===== src/rtl/hd44780_nybbler_if.sv =====
// ---------------------------------------------------------------------------
// hd44780_nybbler_if
// Request/acknowledge bus between an upstream LCD controller and the
// hd44780_nybbler byte-to-nybble transmitter.
//
// Signals:
//   STB_I   request strobe from the upstream controller
//   DAT_I   byte to send
//   RS_I    register select (0 = command, 1 = data)
//   NYB_I   send DAT_I[7:4] only (init sequences)
//   ACK_O   one-cycle accept pulse from the nybbler
//   BUSY_O  transfer or post-transfer wait in progress
//
// Modports: master = upstream controller, slave = nybbler.
// ---------------------------------------------------------------------------
interface hd44780_nybbler_if;
   logic       STB_I;
   logic [7:0] DAT_I;
   logic       RS_I;
   logic       NYB_I;
   logic       ACK_O;
   logic       BUSY_O;

   modport master (output STB_I, DAT_I, RS_I, NYB_I, input ACK_O, BUSY_O);
   modport slave  (input STB_I, DAT_I, RS_I, NYB_I, output ACK_O, BUSY_O);
endinterface


===== src/rtl/hd44780_nybbler.sv =====
// ---------------------------------------------------------------------------
// hd44780_nybbler
// Sends one byte (or one high nybble) to an HD44780 LCD over its 4-bit bus,
// with exact setup / enable / gap timing, then holds BUSY for the settling
// time the controller needs (long for clear/home, short otherwise).
//
// Ports:
//   CLK_I   clock (single domain)
//   RST_I   synchronous active-high reset
//   bus     request/ack bus (slave side): STB_I, DAT_I, RS_I, NYB_I in;
//           ACK_O, BUSY_O out
//   LCD_E   HD44780 enable
//   LCD_RS  HD44780 register select
//   LCD_RW  HD44780 read/write, tied to write
//   LCD_D   HD44780 DB7..DB4
// All outputs are registered.
// ---------------------------------------------------------------------------
module hd44780_nybbler #(
   parameter int SETUP_CYCLES     = 2,
   parameter int E_PULSE_CYCLES   = 24,
   parameter int GAP_CYCLES       = 48,
   parameter int CMD_WAIT_CYCLES  = 2000,
   parameter int LONG_WAIT_CYCLES = 80000
) (
   input  logic                 CLK_I,
   input  logic                 RST_I,
   hd44780_nybbler_if.slave     bus,
   output logic                 LCD_E,
   output logic                 LCD_RS,
   output logic                 LCD_RW,
   output logic [3:0]           LCD_D
);

   localparam int MAX_A   = (SETUP_CYCLES > E_PULSE_CYCLES) ? SETUP_CYCLES : E_PULSE_CYCLES;
   localparam int MAX_B   = (GAP_CYCLES > CMD_WAIT_CYCLES) ? GAP_CYCLES : CMD_WAIT_CYCLES;
   localparam int MAX_C   = (MAX_A > MAX_B) ? MAX_A : MAX_B;
   localparam int MAX_CYC = (MAX_C > LONG_WAIT_CYCLES) ? MAX_C : LONG_WAIT_CYCLES;
   localparam int CW      = $clog2(MAX_CYC + 1);

   // Counter reload values: a state lasting N cycles counts N-1 down to 0.
   localparam logic [CW-1:0] SETUP_LD = CW'(SETUP_CYCLES - 1);
   localparam logic [CW-1:0] E_LD     = CW'(E_PULSE_CYCLES - 1);
   localparam logic [CW-1:0] GAP_LD   = CW'(GAP_CYCLES - 1);
   localparam logic [CW-1:0] CMD_LD   = CW'(CMD_WAIT_CYCLES - 1);
   localparam logic [CW-1:0] LONG_LD  = CW'(LONG_WAIT_CYCLES - 1);

   typedef enum logic [2:0] {
      IDLE, HI_SETUP, HI_E, HI_GAP, LO_SETUP, LO_E, LO_GAP, WAIT
   } state_t;

   state_t        state, state_n;
   logic [CW-1:0] cnt, cnt_n;
   logic          accept;
   logic          rs_n;
   logic [3:0]    d_n;
   logic          ack_q, busy_q;

   logic [7:0]    dat_q;
   logic          rs_q, nyb_q;
   logic          long_cmd;
   logic [CW-1:0] wait_ld;

   // Clear display (0x01) and return home (0x02/0x03) need the long settle.
   assign long_cmd = !rs_q && !nyb_q &&
                     ((dat_q == 8'h01) || (dat_q == 8'h02) || (dat_q == 8'h03));
   assign wait_ld  = long_cmd ? LONG_LD : CMD_LD;

   assign bus.ACK_O  = ack_q;
   assign bus.BUSY_O = busy_q;
   assign LCD_RW     = 1'b0;

   always_comb begin
      state_n = state;
      cnt_n   = cnt;
      accept  = 1'b0;
      rs_n    = LCD_RS;
      d_n     = LCD_D;
      case (state)
         IDLE: begin
            if (bus.STB_I) begin
               accept  = 1'b1;
               state_n = HI_SETUP;
               cnt_n   = SETUP_LD;
               rs_n    = bus.RS_I;
               d_n     = bus.DAT_I[7:4];
            end
         end
         HI_SETUP: begin
            if (cnt == '0) begin
               state_n = HI_E;
               cnt_n   = E_LD;
            end else cnt_n = cnt - 1'b1;
         end
         HI_E: begin
            if (cnt == '0) begin
               state_n = HI_GAP;
               cnt_n   = GAP_LD;
            end else cnt_n = cnt - 1'b1;
         end
         HI_GAP: begin
            if (cnt == '0) begin
               if (nyb_q) begin
                  state_n = WAIT;
                  cnt_n   = wait_ld;
               end else begin
                  state_n = LO_SETUP;
                  cnt_n   = SETUP_LD;
                  d_n     = dat_q[3:0];
               end
            end else cnt_n = cnt - 1'b1;
         end
         LO_SETUP: begin
            if (cnt == '0) begin
               state_n = LO_E;
               cnt_n   = E_LD;
            end else cnt_n = cnt - 1'b1;
         end
         LO_E: begin
            if (cnt == '0) begin
               state_n = LO_GAP;
               cnt_n   = GAP_LD;
            end else cnt_n = cnt - 1'b1;
         end
         LO_GAP: begin
            if (cnt == '0) begin
               state_n = WAIT;
               cnt_n   = wait_ld;
            end else cnt_n = cnt - 1'b1;
         end
         WAIT: begin
            if (cnt == '0) state_n = IDLE;
            else           cnt_n   = cnt - 1'b1;
         end
         default: begin
            state_n = IDLE;
            cnt_n   = '0;
         end
      endcase
   end

   // Outputs are registered from the next-state decode, so LCD_E is a clean
   // flop output and every output lines up with the state it belongs to.
   always_ff @(posedge CLK_I) begin
      if (RST_I) begin
         state  <= IDLE;
         cnt    <= '0;
         ack_q  <= 1'b0;
         busy_q <= 1'b0;
         LCD_E  <= 1'b0;
         LCD_RS <= 1'b0;
         LCD_D  <= 4'h0;
      end else begin
         state  <= state_n;
         cnt    <= cnt_n;
         ack_q  <= accept;
         busy_q <= (state_n != IDLE);
         LCD_E  <= (state_n == HI_E) || (state_n == LO_E);
         LCD_RS <= rs_n;
         LCD_D  <= d_n;
      end
   end

   // Request fields captured at acceptance; no reset needed.
   always_ff @(posedge CLK_I) begin
      if (accept && !RST_I) begin
         dat_q <= bus.DAT_I;
         rs_q  <= bus.RS_I;
         nyb_q <= bus.NYB_I;
      end
   end

endmodule


===== src/flat_wrapper.sv =====
// flat-port wrapper written by rule: the top's interface ports become plain ports
module hd44780_nybbler_flat 
#(
   parameter int SETUP_CYCLES     = 2,
   parameter int E_PULSE_CYCLES   = 24,
   parameter int GAP_CYCLES       = 48,
   parameter int CMD_WAIT_CYCLES  = 2000,
   parameter int LONG_WAIT_CYCLES = 80000
)
  (CLK_I, RST_I, LCD_E, LCD_RS, LCD_RW, LCD_D, bus_STB_I, bus_DAT_I, bus_RS_I, bus_NYB_I, bus_ACK_O, bus_BUSY_O);
  hd44780_nybbler_if bus_i ();
  input  logic CLK_I;
  input  logic RST_I;
  output logic LCD_E;
  output logic LCD_RS;
  output logic LCD_RW;
  output logic [3:0] LCD_D;
  input wire logic [$bits(bus_i.STB_I)-1:0] bus_STB_I;
  input wire logic [$bits(bus_i.DAT_I)-1:0] bus_DAT_I;
  input wire logic [$bits(bus_i.RS_I)-1:0] bus_RS_I;
  input wire logic [$bits(bus_i.NYB_I)-1:0] bus_NYB_I;
  output wire logic [$bits(bus_i.ACK_O)-1:0] bus_ACK_O;
  output wire logic [$bits(bus_i.BUSY_O)-1:0] bus_BUSY_O;
  assign bus_i.STB_I = bus_STB_I;
  assign bus_i.DAT_I = bus_DAT_I;
  assign bus_i.RS_I = bus_RS_I;
  assign bus_i.NYB_I = bus_NYB_I;
  assign bus_ACK_O = bus_i.ACK_O;
  assign bus_BUSY_O = bus_i.BUSY_O;
  hd44780_nybbler #(.SETUP_CYCLES(SETUP_CYCLES), .E_PULSE_CYCLES(E_PULSE_CYCLES), .GAP_CYCLES(GAP_CYCLES), .CMD_WAIT_CYCLES(CMD_WAIT_CYCLES), .LONG_WAIT_CYCLES(LONG_WAIT_CYCLES)) u_core (.CLK_I(CLK_I), .RST_I(RST_I), .bus(bus_i), .LCD_E(LCD_E), .LCD_RS(LCD_RS), .LCD_RW(LCD_RW), .LCD_D(LCD_D));
endmodule

===== config.mk =====
export PLATFORM = sky130hd
export DESIGN_NAME = hd44780_nybbler_flat
export DESIGN_NICKNAME = d
export VERILOG_FILES = /design/src/rtl/hd44780_nybbler_if.sv /design/src/rtl/hd44780_nybbler.sv /design/src/flat_wrapper.sv
export SDC_FILE = /design/constraint.sdc
export NUM_CORES = 1
export LEC_CHECK = 0
export ABC_AREA = 0
export CAP_MARGIN = 20
export CORE_AREA = 2 2 69 71
export CTS_CLUSTER_DIAMETER = 40
export CTS_CLUSTER_SIZE = 12
export DETAILED_ROUTE_END_ITERATION = 16
export DIE_AREA = 0 0 71 73
export GPL_TIMING_DRIVEN = 0
export PLACE_DENSITY_LB_ADDON = 0.12
export RECOVER_POWER = 100
export SYNTH_ARGS = -nofsm -noshare
export SYNTH_HDL_FRONTEND = slang
export SYNTH_SLANG_ARGS = --single-unit

===== constraint.sdc =====
create_clock -name CLK_I -period 1.9 [get_ports CLK_I]
set_input_delay 0.57 -clock CLK_I [delete_from_list [all_inputs] [get_ports CLK_I]]
set_output_delay 0.57 -clock CLK_I [all_outputs]
set_load 0.05 [all_outputs]

; Word level (Yosys, flattened, before mapping)
; Index checks and enable logic that the tools add are counted.
[op_classes]
muxes = 25
reduce_logical = 18
n_eq_ne = 16
addsub = 1
[ops]
columns = operator, count
row1 = 2-to-1 mux 17 bit, 8
row2 = one-hot mux 17 bit (6 select lines), 1
row3 = 2-to-1 mux 3 bit, 8
row4 = one-hot mux 3 bit (8 select lines), 1
row5 = logical NOT 17 bit, 1
row6 = subtractor 17 x 1 -> 17 bit (second input constant), 1
row7 = == test 8 x 2 -> 1 bit (second input constant), 2
row8 = == test 3 bit (second input constant), 5
row9 = 2-to-1 mux 4 bit, 3
row10 = == test 3 x 2 -> 1 bit (second input constant), 3
row11 = == test 8 x 1 -> 1 bit (second input constant), 1
row12 = one-hot mux 4 bit (2 select lines), 1
row13 = != test 2 bit (second input constant), 3
row14 = AND reduction 2 bit, 2
row15 = AND reduction 4 bit, 1
row16 = OR reduction 2 bit, 2
row17 = == test 3 x 1 -> 1 bit (second input constant), 1
row18 = logical AND 1 bit, 3
row19 = logical NOT 1 bit, 3
row20 = logical NOT 3 bit, 1
row21 = logical OR 1 bit, 3
row22 = nonzero test 3 bit, 1
row23 = 2-to-1 mux 1 bit, 2
row24 = 2-to-1 mux 2 bit, 1
row25 = other kinds (2), 2
[word_totals]
reg_bits = 38
output_inout_bits = 9
elab_cells = 70
inputBits = 13

; Longest topological paths before layout
[depth]
depth_word = 8
ltp_mapped = 9

; Worst setup path before layout
; OpenSTA, ideal clock, no wires.
[synth_path]
path_kind = register -> register
from = register u_core.state[1]
to = register u_core.dat_q[0], enable pin
required_ps = 1524
t_arrival_ps = 1663
path_stages_with_launch = 5
path_buffers = 1
setup_slack_ps = -139
path_cell_list = dfxtp_1 clkbuf_1 nor3_1 nand2_1 nor2_1
[synth_via]
elab_chain_cells = 3
[synth_lines]
columns = item, line_no
row1 = "start, declared", hd44780_nybbler.sv:51  ; state_t state, state_n;
row2 = "start signal, assigned", hd44780_nybbler.sv:153  ; state <= state_n;
row3 = logical NOT 3 bit, hd44780_nybbler.sv:78  ; case (state)
row4 = 2-to-1 mux 1 bit, hd44780_nybbler.sv:78
row5 = logical AND 1 bit, hd44780_nybbler.sv:165  ; if (accept && !RST_I) begin
row6 = "end signal, assigned", hd44780_nybbler.sv:166  ; dat_q <= bus.DAT_I;
row7 = "end, declared", hd44780_nybbler.sv:58  ; logic [7:0] dat_q;
; No other way between the ends.
; A chain may end at the register's enable or synchronous reset.

; Worst setup path after layout
[layout_path]
from = register u_core.rs_q
to = register u_core.cnt[12]
[layout_via]
elab_chain_cells = 7
[layout_lines]
columns = item, line_no
row1 = "start, declared", hd44780_nybbler.sv:59  ; logic rs_q, nyb_q;
row2 = "start signal, assigned", hd44780_nybbler.sv:167  ; rs_q <= bus.RS_I;
row3 = logical NOT 1 bit (*), hd44780_nybbler.sv:64  ; assign long_cmd = !rs_q && !nyb_q &&
row4 = logical AND 1 bit (*) (2 in series), hd44780_nybbler.sv:64
row5 = 2-to-1 mux 17 bit (*), hd44780_nybbler.sv:66  ; assign wait_ld = long_cmd ? LONG_LD : CMD_LD;
row6 = 2-to-1 mux 17 bit, hd44780_nybbler.sv:102  ; if (nyb_q) begin
row7 = 2-to-1 mux 17 bit, hd44780_nybbler.sv:101  ; if (cnt == '0) begin
row8 = one-hot mux 17 bit (6 select lines) (*), hd44780_nybbler.sv:78
row9 = "end signal, assigned", hd44780_nybbler.sv:154  ; cnt <= cnt_n;
row10 = "end, declared", hd44780_nybbler.sv:52  ; logic [CW-1:0] cnt, cnt_n;
; Every way passes the cells marked *; elsewhere a longest branch is shown, timed or not.

==> impl_metrics.ini <==
[floorplan]
ioPinCount = 22
std_cell_rows = 25
start_util = 0.474
die_x_um = 71
die-area_sq_mm = 0.00518
core_area_sq_mm = 0.00454
die_h_um = 73

[finish]
final_util = 0.676
nets = 313
stdcell_count = 353
fin_area_sq_mm = 0.00306
n_antenna_cell = 0
layout-drive-gt1-share = 0.338
area_delta_synth_final_pct = 42.5

[placement]
io_buffers = 20
dp.cells = 318
gp_congestion = 0.907
hpwl_um = 4000
dpl_cell_area_sq_mm = 0.00244

[clocking]
insertion_delay_ns = 0.30
clock_path_buffers = 2
tritoncts = built
clkSinkCount = 38
ctsHoldBuffers = 0
cts_buffers = 5
clkTransAtPathRegs_ns = 0.08
htreeDepth = 2
ctsRootBufferMaster = clkbuf_8

[routing]
totalWireLength_um = 6670
routedWlPerCell_um = 18.9
ant_nets = 0
vias = 2277
drc_errors = 0
dr.pass1.iters = 5
via_per_inst = 6.45
drt_iter0_drc = 224

[grt]
grt_overflow_total = 0
antenna_found_initial = 0
grt_max_degree = 13
grt.total_usage = 0.239
grt_pass1_vias = 1920
grt_pass1_wl_um = 9600

[setup_path]
reg2regPathDepth = 5
critical_path_arrival_ns = 2.23
crit_path_start_kind = register
r2r_setup_slack_ns = -0.08
cp_num_buf_inv = 0
r2r_start = u_core.rs_q
worst_ep_required_time_ns = 2.15
critPathMaxFanout = 5
critPathKind = reg2reg
cpPeakStageDelay_ns = 0.60
worst_setup_path_end_kind = register
slowest_stage = or4_4
cpLargestDelayFamily = simple AND/OR/NAND/NOR gates
crit_chain = or4_4 -> nor4_4 -> a21oi_4 -> o32ai_2 -> a22o_1
cp.depth = 5
timing.rr.end = u_core.cnt[12]

[sta]
tightest_slew_ns = 0.552
fmax_mhz = 505
hold_viol = 0
slew_headroom = 0.632
fin_skew_ns = 0.00853
slew_violations = 0
fin_crit_ns = 1.98
rsz0062_at_grt = yes
setup_slack_ns = -0.0790
fin_crit_sh = 1.04
setup_viol = 25

[yosys]
ys.flop_type = dfxtp_1
synth.distinct_cells = 55
synth_seq_cells = 38
synth_edf_count = 10
ys_seq_area_frac = 0.400
async_flop_share = 0
synth_area_sq_mm = 0.00215
synthCells = 244
avgSynthCellArea_sq_um = 8.81
yosysWarningCount = 0
synth_fp_nets = 259

[power]
p_leak_nw = 1.12
peakVddDrop_uv = 1120
power.total_mw = 6.77
p_per_area_mw_per_mm2 = 2210

[run_status]
status = finished with violations
failed_checks = negative setup slack

[flow_run]
maxCapViolations = 0

[worst_hold_path]
hold_start = u_core.LCD_RS
whs_path_depth = 2
worstHoldEndpoint = u_core.LCD_RS
hp-class = reg2reg
worst max path at each step:
stage,startpoint,to,slack (ns)
6_report,u_core.rs_q,u_core.cnt[12],-0.08
3_5_place_dp,u_core.state[1],u_core.nyb_q,-0.67
3_3_place_gp,u_core.state[1],u_core.nyb_q,-0.69
4_1_cts,u_core.dat_q[4],u_core.cnt[13],-0.03
5_1_grt,u_core.cnt[1],u_core.cnt[8],-0.17
2_1_floorplan,u_core.state[1],u_core.dat_q[0],0.01
power breakdown:
part / internal (mW) / total (mW) / switching, mW
combinational: 2.17 / 4.84 / 2.67
clock: 0.255 / 0.562 / 0.307
sequential: 1.09 / 1.36 / 0.275
total: 3.52 / 6.77 / 3.25
registers in the layout (all words and copies together) (netlist names):
signal / flops
u_core.cnt: 17
u_core.dat_q: 8
u_core.LCD_D: 4
u_core.state: 3
u_core.LCD_E: 1
u_core.LCD_RS: 1
u_core.bus.ACK_O: 1
u_core.bus.BUSY_O: 1
u_core.nyb_q: 1
u_core.rs_q: 1
logic make-up (layout without fill, tap and decap cells):
| logic type | after synthesis | count (layout) | synth area share |
|---|---|---|---|
| other | 1 | 1 | 0.00174 |
| flip-flops | 38 | 38 | 0.400 |
| XOR/XNOR | 6 | 6 | 0.0244 |
| AND/OR/NAND/NOR | 87 | 87 | 0.237 |
| AO/OA/AOI/OAI | 87 | 87 | 0.281 |
| adder cells (fa/ha/maj) | 2 | 2 | 0.0116 |
| buffers and inverters | 23 | 78 | 0.0431 |
final cells by class:
| type | instances | area (sq um) |
|---|---|---|
| inverters | 7 | 28.8 |
| clock buffers | 6 | 72.6 |
| multi-input cells | 183 | 1470 |
| clock inverters | 2 | 10.0 |
| repair buffers | 48 | 442 |
| flip-flops and latches | 38 | 878 |
| plain buffers | 15 | 96.3 |
| fillers | 338 | 1470 |
| well taps | 54 | 67.6 |
per-stage QoR:
| stage | worst slack (ns) | hold WS [ns] | setup TNS (ns) |
|---|---|---|---|
| floorplan | 0.0141 | 0.459 | 0 |
| global placement | -0.689 | 0.450 | -16.57 |
| detailed placement | -0.671 | 0.460 | -16.10 |
| CTS | -0.0290 | 0.467 | -0.0430 |
| global route | -0.169 | 0.499 | -2.62 |
| finish | -0.0790 | 0.461 | -1.00 |
layer usage:
layer	track usage	share of wire
met1	0.342	0.41
met2	0.364	0.46
met3	0.0483	0.086
met4	0.0755	0.042
met5	0	0
cells in the mapped netlist, drive strengths merged, types with 3 or more instances:
cell,count,share of area
o31ai,3,0.010
nor3,8,0.019
nor4,6,0.037
nand2b,3,0.0087
a211oi,7,0.024
o32ai,3,0.012
or4,5,0.019
nand4,3,0.016
nand3,4,0.0093
dfxtp,28,0.26
a211o,5,0.020
clkbuf,12,0.021
nand2,23,0.040
a31oi,5,0.015
or3,4,0.012
inv,7,0.012
nor3b,3,0.010
edfxtp,10,0.14
a21oi,21,0.049
xnor2,4,0.016
nor2,19,0.033
buf,4,0.0099
o21ai,20,0.047
a311oi,7,0.029
tightest hold or removal path, stage by stage, from the launching register on:
cell and delay (ns):
dfxtp_1 0.31, nand2_1 0.05, a21oi_1 0.05
placed cells by master, fill, tap and decap left out, types with 3 or more instances in the layout:
cell / netlist / final
or4_4: 1 / 3
inv_1: 7 / 5
dlygate4sd2_1: 0 / 8
a211oi_1: 7 / 5
edfxtp_1: 10 / 10
a311oi_2: 0 / 3
o32ai_2: 0 / 3
nand2_1: 23 / 23
a31oi_1: 5 / 4
nor3_1: 8 / 5
clkbuf_1: 12 / 5
a211o_1: 5 / 5
a21oi_4: 0 / 3
or3_1: 4 / 4
o21ai_0: 12 / 11
a21oi_2: 0 / 3
nand2b_1: 3 / 3
clkbuf_8: 0 / 5
o21ai_1: 8 / 7
nor2_1: 19 / 14
a21oi_1: 21 / 15
dfxtp_1: 28 / 22
dfxtp_4: 0 / 4
a311oi_1: 7 / 4
buf_4: 1 / 23
nand3_1: 4 / 3
xnor2_1: 4 / 4
nor4_4: 2 / 4
nor2_4: 0 / 4
buf_6: 0 / 5
clkbuf_2: 0 / 5
dlygate4sd3_1: 0 / 10
timing repair:
| item | 4_1_cts | 5_1_grt |
|---|---|---|
| gates resized for setup | 44 | 55 |
| cloned | 0 | 2 |
| pin swaps | 15 | 27 |
| setup buffers | 13 | 13 |
| endpoints found under the setup margin | 46 | 34 |
(Power assumes the default switching activity.)
